===== src/rtl/skip_adder_pipe_pkg.sv =====
// Shared defaults for the pipelined carry-skip adder and its bench.
// Both the RTL and the testbench import these so the geometry is defined in one place.
package skip_adder_pipe_pkg;

   localparam int unsigned DEF_WIDTH  = 128;
   localparam int unsigned DEF_B      = 4;
   localparam int unsigned DEF_STAGES = 4;

endpackage


===== src/rtl/skip_block.sv =====
// B-bit ripple-carry block with group propagate and a 2:1 carry-skip select.
// When every bit propagates, the incoming carry bypasses the ripple chain.
module skip_block #(
   parameter int unsigned B = 4
) (
   input  logic [B-1:0] i_a,
   input  logic [B-1:0] i_b,
   input  logic         i_c,
   output logic [B-1:0] o_s,
   output logic         o_c,
   output logic         o_p
);

   logic [B-1:0] w_x;
   logic         w_rc;

   assign w_x = i_a ^ i_b;

   always_comb begin
      logic v_c;
      v_c = i_c;
      o_s = '0;
      for (int i = 0; i < B; i++) begin
         o_s[i] = w_x[i] ^ v_c;
         v_c    = (i_a[i] & i_b[i]) | (w_x[i] & v_c);
      end
      w_rc = v_c;
   end

   assign o_p = &w_x;
   assign o_c = o_p ? i_c : w_rc;

endmodule


===== src/rtl/skip_adder_pipe.sv =====
// Pipelined carry-skip adder/subtractor with valid/ready handshake on both sides.
// Segment k of the sum is produced in stage k+1; the whole pipe freezes on output backpressure.
module skip_adder_pipe
   import skip_adder_pipe_pkg::*;
#(
   parameter int unsigned WIDTH  = DEF_WIDTH,
   parameter int unsigned B      = DEF_B,
   parameter int unsigned STAGES = DEF_STAGES
) (
   input  logic             clk,
   input  logic             rst_n,
   input  logic             in_valid,
   output logic             in_ready,
   input  logic [WIDTH-1:0] a,
   input  logic [WIDTH-1:0] b,
   input  logic             cin,
   input  logic             sub,
   output logic             out_valid,
   input  logic             out_ready,
   output logic [WIDTH-1:0] sum,
   output logic             cout,
   output logic             ovf,
   output logic             p0
);

   localparam int unsigned SEG  = WIDTH / STAGES;
   localparam int unsigned NBLK = SEG / B;
   localparam int unsigned MSB  = WIDTH - 1;

   if ((WIDTH % (B * STAGES)) != 0) begin : g_bad_cfg
      $error("skip_adder_pipe: WIDTH must be a multiple of B*STAGES");
   end

   logic                         w_advance;
   logic [WIDTH-1:0]             w_op_b;
   logic                         w_c0;
   logic                         w_ovf;
   logic                         w_unused;

   // Entry k feeds the logic that sums segment k.
   logic [STAGES-1:0]            r_valid;
   logic [STAGES-1:0]            r_c;
   logic [STAGES-1:0]            r_p;
   logic [STAGES-1:0][WIDTH-1:0] r_a;
   logic [STAGES-1:0][WIDTH-1:0] r_b;
   logic [STAGES-1:0][WIDTH-1:0] r_sum;

   logic [STAGES-1:0][WIDTH-1:0] w_sum_nxt;
   logic [STAGES-1:0]            w_c_nxt;
   logic [STAGES-1:0]            w_p_nxt;

   logic                         r_out_valid;
   logic [WIDTH-1:0]             r_sum_o;
   logic                         r_cout;
   logic                         r_ovf;
   logic                         r_p0;

   assign w_advance = !(r_out_valid && !out_ready);
   assign w_op_b    = sub ? ~b : b;
   assign w_c0      = sub | cin;

   for (genvar gk = 0; gk < STAGES; gk++) begin : g_stage
      logic [SEG-1:0]  w_seg;
      logic [NBLK-1:0] w_pv;

      for (genvar gj = 0; gj < NBLK; gj++) begin : g_blk
         logic w_ci;
         logic w_co;

         if (gj == 0) begin : g_head
            assign w_ci = r_c[gk];
         end else begin : g_chain
            assign w_ci = g_blk[gj-1].w_co;
         end

         skip_block #(
            .B (B)
         ) u_skip (
            .i_a (r_a[gk][gk*SEG + gj*B +: B]),
            .i_b (r_b[gk][gk*SEG + gj*B +: B]),
            .i_c (w_ci),
            .o_s (w_seg[gj*B +: B]),
            .o_c (w_co),
            .o_p (w_pv[gj])
         );
      end

      // Sum bits at and above this segment are still zero, so OR merges in place.
      assign w_sum_nxt[gk] = r_sum[gk] | (WIDTH'(w_seg) << (gk * SEG));
      assign w_c_nxt[gk]   = g_blk[NBLK-1].w_co;
      assign w_p_nxt[gk]   = r_p[gk] & (&w_pv);
   end

   assign w_ovf = (r_a[STAGES-1][MSB] == r_b[STAGES-1][MSB]) &&
                  (w_sum_nxt[STAGES-1][MSB] != r_a[STAGES-1][MSB]);

   // Only the top segment and sign bits of the last entry are consumed.
   assign w_unused = ^{r_a[STAGES-1], r_b[STAGES-1]};

   always_ff @(posedge clk or negedge rst_n) begin
      if (!rst_n) begin
         r_valid     <= '0;
         r_c         <= '0;
         r_p         <= '0;
         r_a         <= '0;
         r_b         <= '0;
         r_sum       <= '0;
         r_out_valid <= 1'b0;
         r_sum_o     <= '0;
         r_cout      <= 1'b0;
         r_ovf       <= 1'b0;
         r_p0        <= 1'b0;
      end else if (w_advance) begin
         r_valid[0] <= in_valid;
         r_a[0]     <= a;
         r_b[0]     <= w_op_b;
         r_sum[0]   <= '0;
         r_c[0]     <= w_c0;
         r_p[0]     <= 1'b1;
         for (int k = 1; k < STAGES; k++) begin
            r_valid[k] <= r_valid[k-1];
            r_a[k]     <= r_a[k-1];
            r_b[k]     <= r_b[k-1];
            r_sum[k]   <= w_sum_nxt[k-1];
            r_c[k]     <= w_c_nxt[k-1];
            r_p[k]     <= w_p_nxt[k-1];
         end
         r_out_valid <= r_valid[STAGES-1];
         // Bubbles leave the result registers untouched.
         if (r_valid[STAGES-1]) begin
            r_sum_o <= w_sum_nxt[STAGES-1];
            r_cout  <= w_c_nxt[STAGES-1];
            r_ovf   <= w_ovf;
            r_p0    <= w_p_nxt[STAGES-1];
         end
      end
   end

   assign in_ready  = w_advance;
   assign out_valid = r_out_valid;
   assign sum       = r_sum_o;
   assign cout      = r_cout;
   assign ovf       = r_ovf;
   assign p0        = r_p0;

endmodule


===== config.mk =====
export PLATFORM = sky130hd
export DESIGN_NAME = skip_adder_pipe
export DESIGN_NICKNAME = d
export VERILOG_FILES = /design/src/rtl/skip_adder_pipe_pkg.sv /design/src/rtl/skip_block.sv /design/src/rtl/skip_adder_pipe.sv
export SDC_FILE = /design/constraint.sdc
export NUM_CORES = 2
export LEC_CHECK = 0
export CAP_MARGIN = 10
export CORE_MARGIN = 2
export CORE_UTILIZATION = 45
export DETAILED_ROUTE_END_ITERATION = 7
export GPL_TIMING_DRIVEN = 0
export PLACE_DENSITY = 0.61
export SLEW_MARGIN = 10
export SYNTH_ARGS = -nofsm -noshare
export SYNTH_HDL_FRONTEND = slang
export SYNTH_SLANG_ARGS = --single-unit

===== constraint.sdc =====
create_clock -name clk -period 17.3 [get_ports clk]
set_input_delay 3.46 -clock clk [delete_from_list [all_inputs] [get_ports clk]]
set_output_delay 3.46 -clock clk [all_outputs]
set_load 0.1 [all_outputs]

# Yosys cells after proc, flatten, opt, wreduce, memory -nomap -nowiden
# Index checks and enable logic that the tools add are counted.
[op_classes] eq_ne=2 muxes=33 n_bitwise=554 reduce_logical=41
[op_table] operator="$and 1x1->1" n=260
[op_table] operator="$or 1x1->1" n=129
[op_table] operator="$mux 128" n=1
[op_table] operator="$not 128->128" n=1
[op_table] operator="$or 128x128->128" n=1
[op_table] operator="$or 128x96->128" n=1
[op_table] operator="$reduce_and 32->1" n=4
[op_table] operator="$reduce_and 4->1" n=32
[op_table] operator="$xor 1x1->1" n=128
[op_table] operator="$xor 4x4->4" n=32
[op_table] operator="$or 32x64->64" n=1
[op_table] operator="$mux 1" n=32
[op_table] operator="$logic_and 1x1->1" n=2
[op_table] operator="$logic_not 1->1" n=2
[op_table] operator="$reduce_and 2->1" n=1
[op_table] operator="$eq 1x1->1" n=1
[op_table] operator="$ne 1x1->1" n=1
[op_table] operator="$not 1->1" n=1
[word_totals] regBits=1456 input_bits=262 output_inout_bits=133

# Logic depth before layout (Yosys ltp)
[depth] depth_word=74 mapped_depth=53 depth_no_buf=53

# By module
# Synthesis repeated with hierarchy kept, for this count alone.
[unflattened] cells_unflattened=4478 hier_area_um2=43739.4
[modules_own_cells] module="skip_adder_pipe" n_inst=1 cells_each=3870 area_each_um2=37813.8 seq_area_each_um2=24423.4
[modules_own_cells] module="skip_block" n_inst=32 cells_each=19 area_each_um2=185.2 seq_area_each_um2=0.0

# Worst setup path before layout
# No wires, ideal clock.
[synth_timing] path_kind="reg2reg" startpoint="reg r_c[3]" endpoint="reg r_ovf (netlist: ovf)" setup_time_ns=0.095 t_arrival_ns=14.241 setup_slack_ns=2.964 path_stages_with_launch=53 cell_sequence="dfrtp_1 -> inv_1 -> fa_1 -> inv_1 -> fa_1 -> fa_1 -> fa_1 -> mux2_2 -> fa_1 -> fa_1 -> fa_1 -> fa_1 -> inv_1 -> a21oi_1 -> fa_1 -> fa_1 -> fa_1 -> fa_1 -> (+17 left out) -> fa_1 -> nor2_1 -> a21oi_1 -> fa_1 -> fa_1 -> fa_1 -> fa_1 -> nor2_1 -> a21oi_1 -> a21oi_1 -> inv_1 -> fa_1 -> fa_1 -> fa_1 -> inv_1 -> fa_1 -> xor2_1 -> o31ai_1"
[synth_between] elab_chain_len=73
[synth_rtl] item="from (decl)" line_no="skip_adder_pipe.sv:42" rtl="logic [STAGES-1:0] r_c;"
[synth_rtl] item="from (signal, indexed assignment)" line_no="skip_adder_pipe.sv:125" rtl="r_c[k] <= w_c_nxt[k-1];"
[synth_rtl] item="$and 1x1->1" line_no="skip_block.sv:25" rtl="v_c = (i_a[i] & i_b[i]) | (w_x[i] & v_c);"
[synth_rtl] item="$or 1x1->1" line_no="skip_block.sv:25"
[synth_rtl] item="$and 1x1->1" line_no="skip_block.sv:25"
[synth_rtl] item="$or 1x1->1" line_no="skip_block.sv:25"
[synth_rtl] item="$and 1x1->1" line_no="skip_block.sv:25"
[synth_rtl] item="$or 1x1->1" line_no="skip_block.sv:25"
[synth_rtl] item="$and 1x1->1" line_no="skip_block.sv:25"
[synth_rtl] item="$or 1x1->1" line_no="skip_block.sv:25"
[synth_rtl] item="(+57 left out)"
[synth_rtl] item="$and 1x1->1 (*)" line_no="skip_block.sv:25"
[synth_rtl] item="$or 1x1->1 (*)" line_no="skip_block.sv:25"
[synth_rtl] item="$and 1x1->1 (*)" line_no="skip_block.sv:25"
[synth_rtl] item="$or 1x1->1 (*)" line_no="skip_block.sv:25"
[synth_rtl] item="$xor 1x1->1 (*)" line_no="skip_block.sv:24" rtl="o_s[i] = w_x[i] ^ v_c;"
[synth_rtl] item="$or 128x128->128 (*)" line_no="skip_adder_pipe.sv:89" rtl="assign w_sum_nxt[gk] = r_sum[gk] | (WIDTH'(w_seg) << (gk * SEG));"
[synth_rtl] item="$ne 1x1->1 (*)" line_no="skip_adder_pipe.sv:95" rtl="(w_sum_nxt[STAGES-1][MSB] != r_a[STAGES-1][MSB]);"
[synth_rtl] item="$logic_and 1x1->1 (*)" line_no="skip_adder_pipe.sv:94" rtl="assign w_ovf = (r_a[STAGES-1][MSB] == r_b[STAGES-1][MSB]) &&"
[synth_rtl] item="to (signal assigned)" line_no="skip_adder_pipe.sv:133" rtl="r_ovf <= w_ovf;"
[synth_rtl] item="to (decl)" line_no="skip_adder_pipe.sv:55" rtl="logic r_ovf;"
# Every way passes the cells marked *; elsewhere a longest branch is shown, timed or not.
# A chain may end at the register's enable or synchronous reset.

# Worst setup path in the final report
# Ends and elaborated chain as after synthesis.

==> results.py <==
metrics = {
    "worst_setup_path": {
        "crit_type": "reg2reg",
        "worstReg2RegStart": "r_c[3]",
        "crit_slowest_cell": "dfrtp_1",
        "crit_fanout": 3,
        "cp.arrival_ns": 16.02,
        "cp-start-kind": "flop",
        "r2r_end": "ovf",
        "critPathRequiredTime_ns": 17.86,
        "rrSetupSlack_ns": 1.84,
        "end_kind": "flop",
        "r2r_cells": 52,
        "cpMostUsedCell": "fa_1",
        "slowest_delay_ns": 0.44,
    },
    "floorplan": {
        "die_y_um": 310,
        "pin_count": 395,
        "die_area_um2": 96300,
        "num_rows": 112,
        "dieWidth_um": 310,
        "fp.coreArea_um2": 93200,
        "initial_core_util_pct": 45.3,
    },
    "final_layout": {
        "fin_nets": 5283,
        "syn2layout_area_growth_pct": 21.6,
        "multi_input_area_um2": 16700,
        "fillers": 8459,
        "drive_above_1_share_pct": 8.27,
        "design_area_um2": 51400,
        "fin_util_pct": 55.1,
        "seq_area_um2": 24400,
        "antennaDiodeCount": 0,
    },
    "pwr": {
        "p_sw_share_pct": 43.3,
        "internal-power_mw": 6.10,
        "power_density_nw_per_um2": 210,
        "p_sw_mw": 4.66,
        "combPwrFrac_pct": 41.8,
        "leakage_nw": 25.4,
        "vdd_drop_max_uv": 138,
        "seq_power_share_pct": 37.6,
        "clock_power_share_pct": 20.6,
    },
    "global_routing": {
        "antenna_found_initial": 10,
        "grt-ovfl-total": 0,
        "grt_start_max_net_pins": 158,
        "grt_usage_pct": 24.2,
        "grt_pass1_vias": 30324,
        "grt_pass1_wl_um": 176000,
    },
    "route": {
        "num_vias": 29471,
        "wl_per_cell_um": 18.6,
        "ant_nets": 0,
        "drtIter0Drc": 1790,
        "via_per_inst": 4.83,
        "totalWireLength_um": 114000,
        "route.detailed.drc": 0,
        "dr.pass1.iters": 5,
    },
    "placement": {
        "dp_hpwl_um": 84200,
        "dp_slack_ns": 1.93,
        "place_area_um2": 47900,
        "gp_congestion": 0.844,
        "place.port_buffers": 393,
    },
    "clocking": {
        "cts_root_buffer": "clkbuf_16",
        "cts_setup_buffers": 0,
        "cts_hold_buf": 0,
        "clkSlewWorstSetupHoldPaths_ns": 0.06,
        "postCtsResizedCells": 0,
        "cts_tree": "yes",
        "htree_levels": 3,
        "clk_path_buf_depth": 3,
        "clock_sinks": 976,
        "clk_latency_ns": 0.66,
        "cts_made_buffers": 103,
    },
    "timing": {
        "fmax_mhz": 64.7,
        "maxSlewViolCount": 0,
        "clock_skew_ns": 0.0191,
        "worst_pin_slew_ns": 1.29,
        "slew_headroom_pct": 13.9,
        "layout_min_cycle_time_ns": 15.46,
        "hold_viol_final": 0,
        "fin_tns_setup_ns": 0,
        "setup_viol": 0,
        "post-route-period-util_pct": 89.3,
        "rsz0062_at_grt": "false",
        "fin_ws_ns": 1.84,
    },
    "logic_synthesis": {
        "synth_nets": 4778,
        "dominantRegCellSynth": "dfrtp_1",
        "synthArstFlopShare_pct": 100,
        "synth_top_area_share_pct": 57.8,
        "yosysTopAreaCell": "dfrtp_1",
        "ys_types": 42,
        "ys_warn_count": 0,
        "syn_area_um2": 42200,
        "synth_common_cells": "2231 x nand2_1, 976 x dfrtp_1, 152 x o21ai_0, 128 x fa_1, 128 x ha_1",
        "synthTopCellsByArea": "dfrtp_1 58%, nand2_1 20%, fa_1 6.1%, ha_1 3.8%, mux2_2 3.4%",
        "ys_ff_latch": 976,
        "avgSynthCellArea_um2": 9.91,
        "syn_inst": 4260,
        "synth-seq-area-share_pct": 57.8,
        "yosysMostFrequentCell": "nand2_1",
        "synth_edf_count": 0,
    },
    "hold_path": {
        "hold_depth": 2,
        "holdPathEnd": "r_a[165]",
        "min_path_type": "reg2reg",
        "worstHoldStart": "r_a[37]",
    },
    "job": {
        "maxCapViolCount": 0,
    },
    "run_status": {
        "outcome": "finished clean",
    },
}
==> routing by layer <==
| metal | up-vias | track usage, % | routed length, um |
|---|---|---|---|
| met4 | 6 | 6.68 | 2610 |
| met1 | 14557 | 32.7 | 50700 |
| met3 | 134 | 4.12 | 5730 |
| met5 | - | 0 | 40 |
| met2 | 570 | 40.3 | 54500 |
| li1 | 14204 | - | - |
==> sequential cells by signal (all words and copies together) (netlist names), 4 cells and up <==
name and cells:
r_a 320, r_valid 4, r_c 4, r_b 320, sum 128, r_sum 192, r_p 4
==> area by class of cell <==
type | instances | share of cell area [%]
flip-flops and latches | 976 | 47.6
repair buffers | 400 | 8.07
inverters | 34 | 0.249
plain buffers | 217 | 1.84
multi-input cells | 3033 | 32.6
clock buffers | 156 | 5.92
clock inverters | 34 | 0.704
well taps | 1254 | 3.06
==> through the flow <==
step	cells	hold WS [ns]	power [mW]
after floorplan	4260	0.430	7.06
after global placement	5907	0.448	8.55
after detailed placement	5914	0.453	8.63
after CTS	6104	0.463	10.9
after global routing	6104	0.483	11.6
final	6104	0.458	10.8
==> logic make-up after synthesis <==
family                   count (synthesis)  share of synthesized area, %
AND/OR/NAND/NOR                       2316                          21.0
flip-flops                             976                          57.8
adder cells (fa/ha/maj)                256                          9.86
buffers and inverters                  251                          2.53
AO/OA/AOI/OAI                          200                          2.58
multiplexers                           132                          3.54
XOR/XNOR                               129                          2.68
==> critical path: cells and delay by family, from the launching register on <==
kind | cells | cell delay (ns)
compound gates | 7 | 0.90
simple gates | 5 | 0.66
flops | 1 | 0.44
xor+xnor | 1 | 0.16
fa+ha+maj | 32 | 12.37
buf+inv | 6 | 0.53
mux | 1 | 0.33
==> placed cells by master (no fill, tap or decap), types with 3 or more instances in the layout <==
master	count
a21oi_1	20
a311o_2	3
a31oi_1	8
a41oi_1	3
and4_1	8
buf_1	5
buf_16	8
buf_2	80
buf_4	3
bufinv_16	6
clkbuf_1	152
clkbuf_16	105
clkbuf_2	4
clkbuf_8	22
clkdlybuf4s50_1	392
clkinv_2	20
clkinvlp_4	3
dfrtp_1	976
fa_1	128
ha_1	128
inv_1	33
mux2_2	127
mux2_4	3
nand2_1	2231
nand2b_1	3
nand4_1	25
nand4b_1	3
nor2_1	32
nor2b_1	3
o21ai_0	152
o21ai_2	6
o31a_1	3
xnor2_1	126
xor2_1	3
==> power by group through the flow <==
stage	clock (mW)	combinational (mW)	sequential (mW)
global route	2.36	5.01	4.18
floorplan	0	2.10	4.96
CTS	2.26	4.57	4.05
finish	2.22	4.50	4.05
global placement	0	4.46	4.09
detailed placement	0	4.55	4.08
==> how the worst max path moves through the flow <==
| stage | slack, ns | from | to |
|---|---|---|---|
| floorplan | 2.96 | r_c[3] | ovf |
| global placement | -31.84 | rst_n | r_b[102] |
| detailed placement | 1.93 | r_c[3] | ovf |
| CTS | 1.85 | r_c[3] | ovf |
| global route | 1.09 | r_c[3] | ovf |
| finish | 1.84 | r_c[3] | ovf |
No activity file was read; power rests on OpenSTA's default activity.
